===== config.mk =====
export PLATFORM = sky130hd
export DESIGN_NAME = mod_butterfly_pipe
export DESIGN_NICKNAME = d
export VERILOG_FILES = /design/src/rtl/mod_butterfly_pipe.sv
export SDC_FILE = /design/constraint.sdc
export NUM_CORES = 1
export LEC_CHECK = 0
export BUFFER_PORTS_ARGS = -buffer_cell sky130_fd_sc_hd__buf_2
export CAP_MARGIN = 25
export CORE_MARGIN = 3
export CORE_UTILIZATION = 50
export DETAILED_ROUTE_END_ITERATION = 8
export GPL_TIMING_DRIVEN = 0
export HOLD_SLACK_MARGIN = 0.06
export PLACE_DENSITY = 0.73
export SYNTH_ARGS = -nofsm -noshare
export SYNTH_HDL_FRONTEND = slang
export SYNTH_SLANG_ARGS = --single-unit

===== constraint.sdc =====
create_clock -name clk -period 17.6 [get_ports clk]
set_input_delay 1.76 -clock clk [delete_from_list [all_inputs] [get_ports clk]]
set_output_delay 1.76 -clock clk [all_outputs]
set_load 0.1 [all_outputs]

===== src/rtl/mod_butterfly_pipe.sv =====
// mod_butterfly_pipe: 5-stage pipelined NTT/INTT butterfly over Z_q.
// mode=0 computes the Cooley-Tukey butterfly, mode=1 the Gentleman-Sande one.
// The modular multiply uses Barrett reduction (constant MU, shift K).
// Optional feature macro: MOD_BFLY_HALF_EN adds a 'half' input that scales
// both GS results by 2^-1 mod Q in the output stage.
module mod_butterfly_pipe #(
  parameter int W     = 12,
  parameter int Q     = 3329,
  parameter int K     = 24,
  parameter int MU    = 5039,
  parameter int TAG_W = 8
) (
  input  logic             clk,
  input  logic             reset,
  input  logic             in_valid,
  output logic             in_ready,
  input  logic             mode,
  input  logic [W-1:0]     a,
  input  logic [W-1:0]     b,
  input  logic [W-1:0]     w,
  input  logic [TAG_W-1:0] tag,
`ifdef MOD_BFLY_HALF_EN
  input  logic             half,
`endif
  output logic             out_valid,
  input  logic             out_ready,
  output logic [W-1:0]     a_out,
  output logic [W-1:0]     b_out,
  output logic [TAG_W-1:0] tag_out
);

  localparam int MUW = $clog2(MU + 1);
  localparam logic [W-1:0]   Q_W  = W'(Q);
  localparam logic [W:0]     Q_W1 = (W+1)'(Q);
  localparam logic [W+1:0]   Q_W2 = (W+2)'(Q);
  localparam logic [MUW-1:0] MU_C = MUW'(MU);

  // The whole pipe moves as one; a stalled output freezes every stage.
  logic advance;
  assign advance  = !out_valid || out_ready;
  assign in_ready = advance;

  // ---------------- S1: inputs plus GS sum/difference ----------------
  logic [W:0]   sum_ab;
  logic [W-1:0] s_c, d_c;
  assign sum_ab = {1'b0, a} + {1'b0, b};
  assign s_c    = W'((sum_ab >= Q_W1) ? (sum_ab - Q_W1) : sum_ab);
  // a-b wraps modulo 2^W, and adding Q brings it back into [0,Q) exactly
  assign d_c    = (a < b) ? (a - b + Q_W) : (a - b);

  logic             v1_reg, mode1_reg;
  logic [W-1:0]     a1_reg, b1_reg, w1_reg, s1_reg, d1_reg;
  logic [TAG_W-1:0] tag1_reg;
`ifdef MOD_BFLY_HALF_EN
  logic             half1_reg, half2_reg, half3_reg, half4_reg;
`endif

  // S1 register: capture the operation and its GS sum/difference
  always_ff @(posedge clk) begin
    if (reset) begin
      v1_reg <= 1'b0;
    end else if (advance) begin
      v1_reg    <= in_valid;
      mode1_reg <= mode;
      a1_reg    <= a;
      b1_reg    <= b;
      w1_reg    <= w;
      s1_reg    <= s_c;
      d1_reg    <= d_c;
      tag1_reg  <= tag;
`ifdef MOD_BFLY_HALF_EN
      half1_reg <= half;
`endif
    end
  end

  // ---------------- S2: full product ----------------
  logic [W-1:0]     mcand;
  logic [2*W-1:0]   p_c;
  assign mcand = mode1_reg ? d1_reg : b1_reg;
  assign p_c   = {{W{1'b0}}, mcand} * {{W{1'b0}}, w1_reg};

  logic             v2_reg, mode2_reg;
  logic [W-1:0]     a2_reg, s2_reg;
  logic [2*W-1:0]   p2_reg;
  logic [TAG_W-1:0] tag2_reg;

  // S2 register: product of multiplicand and twiddle
  always_ff @(posedge clk) begin
    if (reset) begin
      v2_reg <= 1'b0;
    end else if (advance) begin
      v2_reg    <= v1_reg;
      mode2_reg <= mode1_reg;
      a2_reg    <= a1_reg;
      s2_reg    <= s1_reg;
      p2_reg    <= p_c;
      tag2_reg  <= tag1_reg;
`ifdef MOD_BFLY_HALF_EN
      half2_reg <= half1_reg;
`endif
    end
  end

  // ---------------- S3: Barrett quotient estimate ----------------
  logic [2*W+MUW-1:0] p_mu;
  logic [W:0]         tq_c;
  assign p_mu = {{MUW{1'b0}}, p2_reg} * {{(2*W){1'b0}}, MU_C};
  assign tq_c = (W+1)'(p_mu >> K);

  logic             v3_reg, mode3_reg;
  logic [W-1:0]     a3_reg, s3_reg;
  logic [W+1:0]     p3_reg;
  logic [W:0]       tq3_reg;
  logic [TAG_W-1:0] tag3_reg;

  // S3 register: quotient estimate; only the low W+2 bits of p are needed
  // afterwards because the remainder is known to be below 3Q
  always_ff @(posedge clk) begin
    if (reset) begin
      v3_reg <= 1'b0;
    end else if (advance) begin
      v3_reg    <= v2_reg;
      mode3_reg <= mode2_reg;
      a3_reg    <= a2_reg;
      s3_reg    <= s2_reg;
      p3_reg    <= p2_reg[W+1:0];
      tq3_reg   <= tq_c;
      tag3_reg  <= tag2_reg;
`ifdef MOD_BFLY_HALF_EN
      half3_reg <= half2_reg;
`endif
    end
  end

  // ---------------- S4: remainder and correction ----------------
  logic [W+1:0] tq_q, r0, r1, r2;
  logic [W-1:0] r_c;
  assign tq_q = {1'b0, tq3_reg} * Q_W2;
  assign r0   = p3_reg - tq_q;
  assign r1   = (r0 >= Q_W2) ? (r0 - Q_W2) : r0;
  assign r2   = (r1 >= Q_W2) ? (r1 - Q_W2) : r1;
  assign r_c  = W'(r2);

  logic             v4_reg, mode4_reg;
  logic [W-1:0]     a4_reg, s4_reg, r4_reg;
  logic [TAG_W-1:0] tag4_reg;

  // S4 register: fully reduced product
  always_ff @(posedge clk) begin
    if (reset) begin
      v4_reg <= 1'b0;
    end else if (advance) begin
      v4_reg    <= v3_reg;
      mode4_reg <= mode3_reg;
      a4_reg    <= a3_reg;
      s4_reg    <= s3_reg;
      r4_reg    <= r_c;
      tag4_reg  <= tag3_reg;
`ifdef MOD_BFLY_HALF_EN
      half4_reg <= half3_reg;
`endif
    end
  end

  // ---------------- S5: final add/sub and output register ----------------
  logic [W:0]   sum_ar;
  logic [W-1:0] ct_a, ct_b, res_a, res_b;
  assign sum_ar = {1'b0, a4_reg} + {1'b0, r4_reg};
  assign ct_a   = W'((sum_ar >= Q_W1) ? (sum_ar - Q_W1) : sum_ar);
  assign ct_b   = (a4_reg >= r4_reg) ? (a4_reg - r4_reg) : (a4_reg - r4_reg + Q_W);

`ifdef MOD_BFLY_HALF_EN
  // multiply by 2^-1 mod Q: an odd value is made even by adding Q first
  function automatic logic [W-1:0] halve(input logic [W-1:0] x);
    logic [W:0] t;
    t = {1'b0, x} + (x[0] ? Q_W1 : {(W+1){1'b0}});
    return W'(t >> 1);
  endfunction
  assign res_a = !mode4_reg ? ct_a : (half4_reg ? halve(s4_reg) : s4_reg);
  assign res_b = !mode4_reg ? ct_b : (half4_reg ? halve(r4_reg) : r4_reg);
`else
  assign res_a = mode4_reg ? s4_reg : ct_a;
  assign res_b = mode4_reg ? r4_reg : ct_b;
`endif

  // S5 register: results are held while the consumer stalls
  always_ff @(posedge clk) begin
    if (reset) begin
      out_valid <= 1'b0;
      a_out     <= '0;
      b_out     <= '0;
      tag_out   <= '0;
    end else if (advance) begin
      out_valid <= v4_reg;
      a_out     <= res_a;
      b_out     <= res_b;
      tag_out   <= tag4_reg;
    end
  end

endmodule


# Word level (Yosys, flattened, before mapping)
# Cells that the tools add are included.
# totals
out_inout_bits	34
regBits	268
input_bits	49
wordCells	64
# op_classes
mul	3
n_bitwise	1
mux	9
reduce_logical	3
order_cmp	6
addsub	11
# op_table
cell	n
12-bit 2-to-1 mux	8
24-bit by 13-bit multiplier with 37-bit output, second input constant	1
12-bit subtractor, second input constant	3
14-bit by 12-bit >= comparator with 1-bit output, second input constant	2
12-bit by 12-bit adder with 13-bit output	2
13-bit by 12-bit >= comparator with 1-bit output, second input constant	2
12-bit adder, second input constant	2
12-bit by 12-bit multiplier with 24-bit output	1
12-bit subtractor	2
13-bit by 12-bit multiplier with 14-bit output, second input constant	1
14-bit 2-to-1 mux	1
14-bit by 12-bit subtractor with 14-bit output, second input constant	1
14-bit subtractor	1
12-bit >= comparator	1
12-bit less-than comparator	1
2-bit AND reduction	1
1-bit logical NOT	1
1-bit logical OR	1
1-bit NOT	1

# Depth between registers and ports, before layout
# logic_depth
depth_word	6
mapped_depth	27
ltp_nobuf	25

# Least setup slack after synthesis
# Ideal clock, no wire load.
# synth_timing
path_type	input port to flip-flop
start	input port out_ready
end	register a_out[2]
slack_ns	4.810
arrival_ns	12.683
n_path_buf	1
path_stages	5
path_cell_list	nor2b_1 clkbuf_1 nor2_1 a32oi_1 o21ai_0
# synth_via
elab_chain_cells	1
# synth_rtl
element	line_no	source
start, declared	26	input logic out_ready,
1-bit logical OR	40	assign advance = !out_valid || out_ready;
end signal, assigned	196	a_out <= res_a;
end, declared	27	output logic [W-1:0] a_out,
# Every way passes these cells.
# A chain may end at the register's enable or synchronous reset.

# Final worst setup path
# layout_timing
start	register mode1_reg
end	register p2_reg[23] (data pin)
# layout_via
elab_chain_cells	2
# layout_rtl
element	line_no	source
start, declared	51	logic v1_reg, mode1_reg;
start signal, assigned	64	mode1_reg <= mode;
12-bit 2-to-1 mux	80	assign mcand = mode1_reg ? d1_reg : b1_reg;
12-bit by 12-bit multiplier with 24-bit output	81	assign p_c = {{W{1'b0}}, mcand} * {{W{1'b0}}, w1_reg};
named net p_c[23]	79	logic [2*W-1:0] p_c;
end signal, assigned	97	p2_reg <= p_c;
end, declared	85	logic [2*W-1:0] p2_reg;
# The timed path passes the listed nets, and every way through them passes these cells.

==> flow_metrics.py <==
metrics = {
    "setup_path": {
        "cp-end-kind": "flip-flop",
        "max_stage_delay_ns": 0.61,
        "critical-path-slowest-cell": "a2111oi_0",
        "cp_data_required_time_ns": 17.92,
        "cp_data_arrival_time_ns": 7.74,
        "crit_path_start_kind": "flip-flop",
        "reg2reg_to": "p2_reg[23]",
        "crit_fanout": 10,
        "reg2reg_depth": 25,
        "r2r_slack_ns": 10.18,
        "path_common_cell": "a21oi_1",
        "worstReg2RegStart": "mode1_reg",
        "crit_type": "reg2reg",
    },
    "min_path": {
        "hp-class": "reg2reg",
        "hold_end": "tag4_reg[4]",
        "worstHoldStart": "tag3_reg[4]",
        "hold_depth": 0,
    },
    "clocking": {
        "max-clock-path-buffers": 3,
        "cts_resized": 0,
        "cts_hold_buf": 0,
        "clk_pin_slew_ns": 0.06,
        "cts_buffers": 28,
        "htreeDepth": 1,
        "cts.sinks": 268,
        "postCtsSetupBuffers": 0,
        "clockRootBuffer": "clkbuf_16",
        "cts_tree": "done",
        "clk-insertion-delay-late_ns": 0.57,
    },
    "synth": {
        "yosysTopAreaCellShare_pct": 29.3,
        "synth_common_cells": "372 x inv_1, 281 x ha_1, 240 x fa_1",
        "synthesis.nets": 2764,
        "synth_area_leaders": "edfxtp_1 29%, fa_1 20%, ha_1 15%, inv_1 5.9%, dfxtp_1 3.1%",
        "ys_ff_latch": 268,
        "synth_edf_count": 231,
        "synth_area_mm2": 0.0237,
        "yosysMostFrequentCell": "inv_1",
        "synth_warnings": 0,
        "ys.flop_type": "edfxtp_1",
        "synthCells": 2194,
        "yosysTopAreaCell": "edfxtp_1",
        "ys_seq_area_share_pct": 32.4,
        "avgSynthCellArea_um2": 10.8,
        "synth_cell_types": 94,
        "synthArstFlopShare_pct": 0,
    },
    "route": {
        "drt-total-wl_um": 47900,
        "drc": 0,
        "ant_nets": 0,
        "dr.pass1.iters": 8,
        "via_per_inst": 5.37,
        "wl_per_cell_um": 16.3,
        "num_vias": 15800,
        "drt-initial-drc-count": 957,
    },
    "sta": {
        "period_share_pct": 42.2,
        "relSlewSlack_pct": 56.0,
        "clock.fmax_mhz": 135,
        "finClkSkew_ns": 0.0233,
        "setup_viol": 0,
        "worstMarginPinSlew_ns": 0.654,
        "tns_ns": 0,
        "rsz0062_at_grt": "false",
        "hold_violations": 0,
        "report.final.slew_viol_count": 0,
        "fin_crit_ns": 7.42,
    },
    "die": {
        "num_rows": 79,
        "die_area_mm2": 0.0500,
        "ios": 83,
        "die_h_um": 224,
        "die_w_um": 224,
        "initial_core_util_pct": 50.8,
        "core_area_mm2": 0.0467,
    },
    "place": {
        "gp_congestion": 0.899,
        "post-dp-hpwl_um": 38900,
        "portBuffers": 81,
    },
    "cells_and_area": {
        "nFillCells": 3952,
        "largest_reg_flops": 24,
        "finalNetCount": 2882,
        "area_growth_pct": 9.18,
        "antenna_cells": 0,
        "drive_gt1_share_pct": 8.40,
    },
    "grt": {
        "grt_overflow_total": 0,
        "track_usage_pct": 19.5,
        "grt_pass1_vias": 16300,
        "grt_pass1_wl_um": 79900,
        "antenna_found_initial": 0,
        "grt_max_degree": 38,
    },
    "run": {
        "max-cap-violations": 0,
    },
    "outcome": {
        "status": "finished, final reports clean",
    },
}
-- cells by family after synthesis --
kind of cell / share of synthesized area (%)
adders and majority gates: 35.1
and+or+nand+nor: 10.4
buffers and inverters: 7.10
muxes: 0.872
AOI/OAI and AO/OA: 9.08
xor gates and xnor gates: 4.95
DFF: 32.4
-- worst max-delay path by stage --
| stage | slack [ns] | startpoint | depth (start not counted) | endpoint |
|---|---|---|---|---|
| after global routing | 9.50 | mode1_reg | 25 | p2_reg[23] |
| after CTS | 10.12 | mode1_reg | 25 | p2_reg[23] |
| after floorplan | 4.81 | out_ready | 5 | a_out[2] |
| after detailed placement | 10.19 | mode1_reg | 25 | p2_reg[23] |
| final | 10.18 | mode1_reg | 25 | p2_reg[23] |
| after global placement | 0.81 | out_ready | 6 | a_out[2] |
-- layout make-up --
cell class	instances	area, um^2	share of cell area, %
inverter	374	1400	5.43
buffer	63	278	1.07
multi-input combinational	1489	14300	55.4
clock buffer	34	733	2.84
timing repair buffer	88	546	2.11
clock inverter	18	128	0.494
tap	607	759	2.94
sequential	268	7680	29.7
-- worst max-delay path: cells and delay by family (launching register included) --
family,cells,cell delay [ns]
multiplexers,1,0.47
adder cells (fa/ha/maj),6,2.15
flip-flops,1,0.45
AND/OR/NAND/NOR,1,0.21
AO/OA/AOI/OAI,11,2.71
buffers and inverters,5,1.10
XOR/XNOR,1,0.09
-- through the flow --
step                      instance area, um^2  hold slack, ns  utilization, %  setup slack (ns)  instances
after floorplan                         23700           0.400               -              4.81       2194
after global placement                  24800           0.400            53.3             0.810       2882
after detailed placement                25000           0.405            53.6             10.19       2889
after CTS                               25900           0.416            55.4             10.12       2941
after global routing                    25900           0.420            55.4              9.50       2941
final                                   25900           0.416            55.4             10.18       2941
-- cells in the final DEF, fill, tap and decap left out, types with 7 or more instances in the layout --
cell type	instances
o211ai_1	12
xor2_1	47
ha_1	281
a21oi_1	88
nor2_1	93
inv_1	372
nand2b_1	16
o21ai_0	66
dfxtp_1	37
a21o_1	17
nand3_1	24
buf_12	7
clkbuf_1	57
nor2b_1	26
clkbuf_16	28
mux2_2	13
nand4_1	16
o21bai_1	10
fa_1	240
a31oi_1	11
nand2_1	194
edfxtp_1	231
a211oi_1	7
xnor2_1	76
and3_1	14
and2_1	47
nor3_1	27
o21a_1	21
buf_2	82
-- per-layer routing --
layer  GRT usage, %  up-vias  wire [um]
met1           25.6     7764      20800
met5              0        -          0
met4           5.18        0       1220
met2           34.2      388      23700
met3           2.70       80       2220
li1               -     7551          -
Power is not shown: default switching activity piles up to over one toggle a cycle in this logic, so the estimate is an artifact.
